--- config.mk ---
export PLATFORM = sky130hd
export DESIGN_NAME = cfo_phase_gen
export DESIGN_NICKNAME = d
export VERILOG_FILES = /design/src/rtl/cfo_phase_gen.sv
export SDC_FILE = /design/constraint.sdc
export NUM_CORES = 1
export LEC_CHECK = 0
export ABC_AREA = 1
export CORE_MARGIN = 2
export CORE_UTILIZATION = 25
export DETAILED_ROUTE_END_ITERATION = 16
export PLACE_DENSITY = 0.48
export SYNTH_ARGS = -nofsm -noshare
export SYNTH_HDL_FRONTEND = slang
export SYNTH_SLANG_ARGS = --single-unit
--- constraint.sdc ---
create_clock -name clock -period 3.6 [get_ports clock]
set_input_delay 1.08 -clock clock [delete_from_list [all_inputs] [get_ports clock]]
set_output_delay 1.08 -clock clock [all_outputs]
set_load 0.01 [all_outputs]
--- src/rtl/cfo_phase_gen.sv ---
// Purpose : CFO correction phase generator; accumulates a per-sample phase
//           increment, wraps it into [-PI, PI] and pairs it with each I/Q sample.
// Latency : 1 cycle from input_strobe to output_strobe; no backpressure (every
//           enabled input strobe produces exactly one output strobe).
//
// Ports:
//   clock, reset         - rising-edge clock, asynchronous active-high reset
//   enable               - clock enable; low freezes all state, output_strobe=0
//   in_i, in_q           - input sample, qualified by input_strobe
//   phase_inc            - signed per-sample increment, loaded on phase_inc_stb
//   clear                - synchronous return to IDLE (highest priority)
//   out_i, out_q         - registered sample, qualified by output_strobe
//   phase_out            - correction phase for that sample, within [-PI, PI]
//   tracking             - high while in TRACK state
//   inc_sat              - sticky: a loaded increment had to be clamped
module cfo_phase_gen #(
    parameter int PI          = 1608,
    parameter int PHASE_WIDTH = 16
) (
    input  logic                          clock,
    input  logic                          reset,
    input  logic                          enable,
    input  logic [15:0]                   in_i,
    input  logic [15:0]                   in_q,
    input  logic                          input_strobe,
    input  logic signed [PHASE_WIDTH-1:0] phase_inc,
    input  logic                          phase_inc_stb,
    input  logic                          clear,
    output logic [15:0]                   out_i,
    output logic [15:0]                   out_q,
    output logic signed [PHASE_WIDTH-1:0] phase_out,
    output logic                          output_strobe,
    output logic                          tracking,
    output logic                          inc_sat
);

    // One extra bit of headroom so acc+inc never overflows before wrapping.
    localparam int SW = PHASE_WIDTH + 1;

    localparam logic [0:0] S_IDLE  = 1'b0;
    localparam logic [0:0] S_TRACK = 1'b1;

    localparam logic signed [SW-1:0]          L_PI_X  = SW'(PI);
    localparam logic signed [SW-1:0]          L_NPI_X = -L_PI_X;
    localparam logic signed [PHASE_WIDTH-1:0] L_PI    = PHASE_WIDTH'(PI);
    localparam logic signed [PHASE_WIDTH-1:0] L_NPI   = -L_PI;
    localparam logic signed [PHASE_WIDTH-1:0] L_2PI   = PHASE_WIDTH'(2 * PI);
    localparam logic signed [PHASE_WIDTH-1:0] L_ZERO  = '0;

    // ------------------------------------------------------------------
    // State
    // ------------------------------------------------------------------
    logic [0:0]                    r_state;
    logic signed [PHASE_WIDTH-1:0] r_acc;
    logic signed [PHASE_WIDTH-1:0] r_inc;
    logic                          r_inc_sat;
    logic [15:0]                   r_out_i;
    logic [15:0]                   r_out_q;
    logic signed [PHASE_WIDTH-1:0] r_phase;
    logic                          r_out_stb;

    // ------------------------------------------------------------------
    // Increment saturation to [-PI, +PI]
    // ------------------------------------------------------------------
    logic signed [SW-1:0]          w_inc_x;
    logic signed [PHASE_WIDTH-1:0] w_inc_sat;
    logic                          w_inc_clamped;

    always_comb begin
        w_inc_x       = {phase_inc[PHASE_WIDTH-1], phase_inc};
        w_inc_sat     = phase_inc;
        w_inc_clamped = 1'b0;
        if (w_inc_x > L_PI_X) begin
            w_inc_sat     = L_PI;
            w_inc_clamped = 1'b1;
        end else if (w_inc_x < L_NPI_X) begin
            w_inc_sat     = L_NPI;
            w_inc_clamped = 1'b1;
        end
    end

    // ------------------------------------------------------------------
    // Accumulator advance with single-step wrap.
    // The decision uses the full-width sum; the correction itself can be
    // done modulo 2^PHASE_WIDTH because the wrapped result always fits.
    // Exactly +PI / -PI fall through unchanged.
    // ------------------------------------------------------------------
    logic signed [SW-1:0]          w_sum;
    logic signed [PHASE_WIDTH-1:0] w_sum_lo;
    logic signed [PHASE_WIDTH-1:0] w_acc_next;

    always_comb begin
        w_sum    = {r_acc[PHASE_WIDTH-1], r_acc} + {r_inc[PHASE_WIDTH-1], r_inc};
        w_sum_lo = r_acc + r_inc;
        if (w_sum > L_PI_X) begin
            w_acc_next = w_sum_lo - L_2PI;
        end else if (w_sum < L_NPI_X) begin
            w_acc_next = w_sum_lo + L_2PI;
        end else begin
            w_acc_next = w_sum_lo;
        end
    end

    // Phase attached to a sample accepted this cycle: zero whenever the
    // sample starts (or ends) a track or the block is idle.
    logic signed [PHASE_WIDTH-1:0] w_phase_sel;

    always_comb begin
        w_phase_sel = r_acc;
        if (clear || phase_inc_stb || (r_state == S_IDLE)) begin
            w_phase_sel = L_ZERO;
        end
    end

    // ------------------------------------------------------------------
    // Output register: one strobe per accepted sample, data held on gaps
    // ------------------------------------------------------------------
    always_ff @(posedge clock or posedge reset) begin
        if (reset) begin
            r_out_i   <= '0;
            r_out_q   <= '0;
            r_phase   <= '0;
            r_out_stb <= 1'b0;
        end else if (enable) begin
            r_out_stb <= input_strobe;
            if (input_strobe) begin
                r_out_i <= in_i;
                r_out_q <= in_q;
                r_phase <= w_phase_sel;
            end
        end else begin
            r_out_stb <= 1'b0;
        end
    end

    // ------------------------------------------------------------------
    // Control: clear > load > normal tracking
    // ------------------------------------------------------------------
    always_ff @(posedge clock or posedge reset) begin
        if (reset) begin
            r_state   <= S_IDLE;
            r_acc     <= '0;
            r_inc     <= '0;
            r_inc_sat <= 1'b0;
        end else if (enable) begin
            if (clear) begin
                r_state   <= S_IDLE;
                r_acc     <= '0;
                r_inc     <= '0;
                r_inc_sat <= 1'b0;
            end else if (phase_inc_stb) begin
                r_state   <= S_TRACK;
                r_inc     <= w_inc_sat;
                r_inc_sat <= r_inc_sat | w_inc_clamped;
                // A sample in the load cycle takes phase 0, so the next one
                // starts at the increment itself (already within range, so
                // the wrap is the identity). Without a sample, start at 0.
                r_acc     <= input_strobe ? w_inc_sat : L_ZERO;
            end else if ((r_state == S_TRACK) && input_strobe) begin
                r_acc <= w_acc_next;
            end
        end
    end

    assign out_i         = r_out_i;
    assign out_q         = r_out_q;
    assign phase_out     = r_phase;
    assign output_strobe = r_out_stb;
    assign tracking      = (r_state == S_TRACK);
    assign inc_sat       = r_inc_sat;

endmodule

==> flow_metrics.env <==
export IMPL_ir_worst_vdd_mv=0.230
export IMPL_avgViaCountPerCell=4.38
export IMPL_final_antenna_net_count=0
export IMPL_fillCellCount=2384
export IMPL_ff_latch_area_um2=2080
export IMPL_wl_per_cell_um=14.2
export IMPL_n_antenna_cell=0
export IMPL_synth_cell_types=40
export IMPL_min_to="out_q[13]"
export IMPL_cts_tree="yes"
export IMPL_antenna_found_initial=0
export IMPL_maxSlewViolCount=0
export IMPL_fin_setup_tns_ns=0
export IMPL_drt_met1_wl_mm=8.61
export IMPL_min_period_ns=3.07
export IMPL_core_um2=21700
export IMPL_cts_sink_count=83
export IMPL_synth_top_area_cell="dfrtp_1"
export IMPL_wl_met3_um=694
export IMPL_yosysMostFrequentCell="nand2_1"
export IMPL_numPortBuffers=104
export IMPL_top_layer="met4"
export IMPL_powerDensity_nw_per_um2=503
export IMPL_yosysSeqAreaShare=0.379
export IMPL_ctsHoldBuffers=0
export IMPL_grt_pass1_wl_mm=27.6
export IMPL_status="finished clean"
export IMPL_rsz0062_at_grt="false"
export IMPL_htree_levels=3
export IMPL_power_mw=3.63
export IMPL_post_cts_buffers=0
export IMPL_fmax_mhz=326
export IMPL_period_share=0.853
export IMPL_reg2reg_to="r_acc[13]"
export IMPL_setup_violations=0
export IMPL_syn_to_final_growth_pct=31.5
export IMPL_ff2ff_setup_slack_ns=0.53
export IMPL_drtPass1Iterations=6
export IMPL_wl_met2_mm=7.42
export IMPL_synth_top_area_frac=0.379
export IMPL_synth_edf_count=0
export IMPL_clock_latency_ns=0.34
export IMPL_hold_start="out_q[13]"
export IMPL_cts_inserted_buffers=9
export IMPL_boundaryPins=105
export IMPL_dieArea_um2=23100
export IMPL_synth_flop_cell="dfrtp_1"
export IMPL_start_util=0.253
export IMPL_cts_buffer_depth=2
export IMPL_hold_violations=0
export IMPL_track_usage=0.148
export IMPL_tightest_slew_ns=0.600
export IMPL_setup_ws_ns=0.531
export IMPL_gr_total_overflow=0
export IMPL_synthCells=799
export IMPL_multi_input_area_um2=2960
export IMPL_root_buffer="clkbuf_16"
export IMPL_crit_arrival_ns=3.30
export IMPL_die_x_um=152
export IMPL_max_slew_margin=0.599
export IMPL_start_kind="register"
export IMPL_syn_nets=874
export IMPL_r2r_cells=19
export IMPL_synth_avg_cell_area_um2=6.86
export IMPL_maxCapViolCount=0
export IMPL_ys_warn_count=0
export IMPL_required_ns=3.83
export IMPL_fp_row_count=54
export IMPL_grt_max_degree=53
export IMPL_synth_area_leaders="dfrtp_1, nand2_1, inv_1"
export IMPL_crit_fanout=11
export IMPL_synth_seq_cells=83
export IMPL_grt_pass1_vias=5132
export IMPL_postCtsResizedCells=0
export IMPL_dpl_hpwl_mm=13.3
export IMPL_r2r_start="r_acc[0]"
export IMPL_hold_depth=2
export IMPL_synth_commonest_cells="nand2_1, inv_1, dfrtp_1"
export IMPL_pre_cts_ws_ns=0.321
export IMPL_nNetsFinal=978
export IMPL_cellLeakagePower_nw=3.61
export IMPL_synthesis_area_um2=5480
export IMPL_worstSetupPathType="register to register"
export IMPL_drt_iter0_drc=304
export IMPL_clock_skew_ns=0.00607
export IMPL_vias=5206
export IMPL_postSynth_asyncResetShare=1.00
export IMPL_drc=0
export IMPL_cts_clk_slew_worst_paths_ns=0.07
export IMPL_die_y_um=152
export IMPL_crit_path_end_kind="register"
export IMPL_drive_above_1_share=0.0870
export IMPL_gp_congestion=0.878
export IMPL_holdCritPathClass="register to register"
export IMPL_drt_wl_total_mm=16.9
==> registers in the layout, summed over array words and instances, names as in the netlist <==
register	count
inc_sat	1
r_acc	16
out_q	16
r_inc	16
phase_out	16
out_i	16
output_strobe	1
tracking	1
==> worst max path at each step <==
| stage | cells past startpoint | slack [ns] | end | start |
|---|---|---|---|---|
| floorplan | 1 | 0.38 | inc_sat | reset |
| global placement | 12 | 0.35 | r_acc[13] | phase_inc[5] |
| detailed placement | 12 | 0.32 | r_acc[1] | phase_inc[5] |
| CTS | 19 | 0.49 | r_acc[13] | r_acc[0] |
| global route | 19 | 0.24 | r_acc[15] | r_acc[0] |
| finish | 19 | 0.53 | r_acc[13] | r_acc[0] |
==> metrics by stage <==
step	utilization	instance area, um^2	hold WS, ns	instances
2_1_floorplan	-	5480	0.457	799
3_3_place_gp	0.317	6870	0.462	1172
3_5_place_dp	0.317	6870	0.466	1172
4_1_cts	0.332	7210	0.482	1188
5_1_grt	0.332	7210	0.492	1188
6_report	0.332	7210	0.477	1188
==> critical path, cell delays in order, from the launching register on <==
cell and delay, ns:
dfrtp_1 0.39, ha_1 0.28, fa_1 0.48, nand3_1 0.13
nand2_1 0.09, nand2_1 0.08, nand2_2 0.11, ha_1 0.20
nand3b_1 0.08, nor2_1 0.05, nand2_1 0.07, nand3_2 0.13
nand2_2 0.10, nand2_2 0.17, nor2_2 0.20, nor2_1 0.06
nand2_1 0.06, nand3_1 0.14, nand2_1 0.10, nand2_1 0.05
==> layout by cell type, fill, tap and decap left out, types with 2 or more instances in the layout <==
cell             count
clkbuf_16            9
inv_1               87
bufinv_16            2
nand2_2             18
dfrtp_1             83
o21a_1               6
o22ai_1              2
clkinv_4             3
clkdlybuf4s50_1    104
nand4_1              5
nor3_1               5
o21ai_0             55
o211ai_1             5
nor2_1              36
buf_4                9
inv_2                4
a21oi_1             14
nand3_2              9
nor2_4               2
nand2_4              2
nand3b_1             3
or2_2                3
ha_1                20
a22o_1               3
nand3_1             57
xor2_1               4
o21ai_1              9
a21oi_2              2
nand2_1            325
nor2_2               7
o21bai_1             2
==> cell type report <==
cell class / instances / share of cell area
sequential: 83 / 0.288
tap: 280 / 0.0486
clock buffer: 10 / 0.0332
inverter: 93 / 0.0489
clock inverter: 6 / 0.0135
multi-input combinational: 602 / 0.411
timing repair buffer: 114 / 0.157
==> power breakdown <==
group          switching (mW)  internal [mW]
clock                   0.397          0.635
combinational           0.932          0.545
sequential             0.0791           1.04
==> per-layer routing <==
layer | up-vias | track usage
met1 | 2349 | 0.209
met2 | 116 | 0.235
met5 | - | 0
met3 | 7 | 0.0299
li1 | 2734 | -
met4 | 0 | 0.0320
==> cell families (layout without fill, tap and decap cells) <==
logic type	Yosys count	after routing	synth area share
flip-flops	83	83	0.379
XOR/XNOR	5	5	0.0114
AO/OA/AOI/OAI	101	101	0.105
buffers and inverters	114	223	0.0808
adder cells (fa/ha/maj)	21	21	0.0493
AND/OR/NAND/NOR	475	475	0.374
Note: power is estimated with default switching activity, not from simulation.
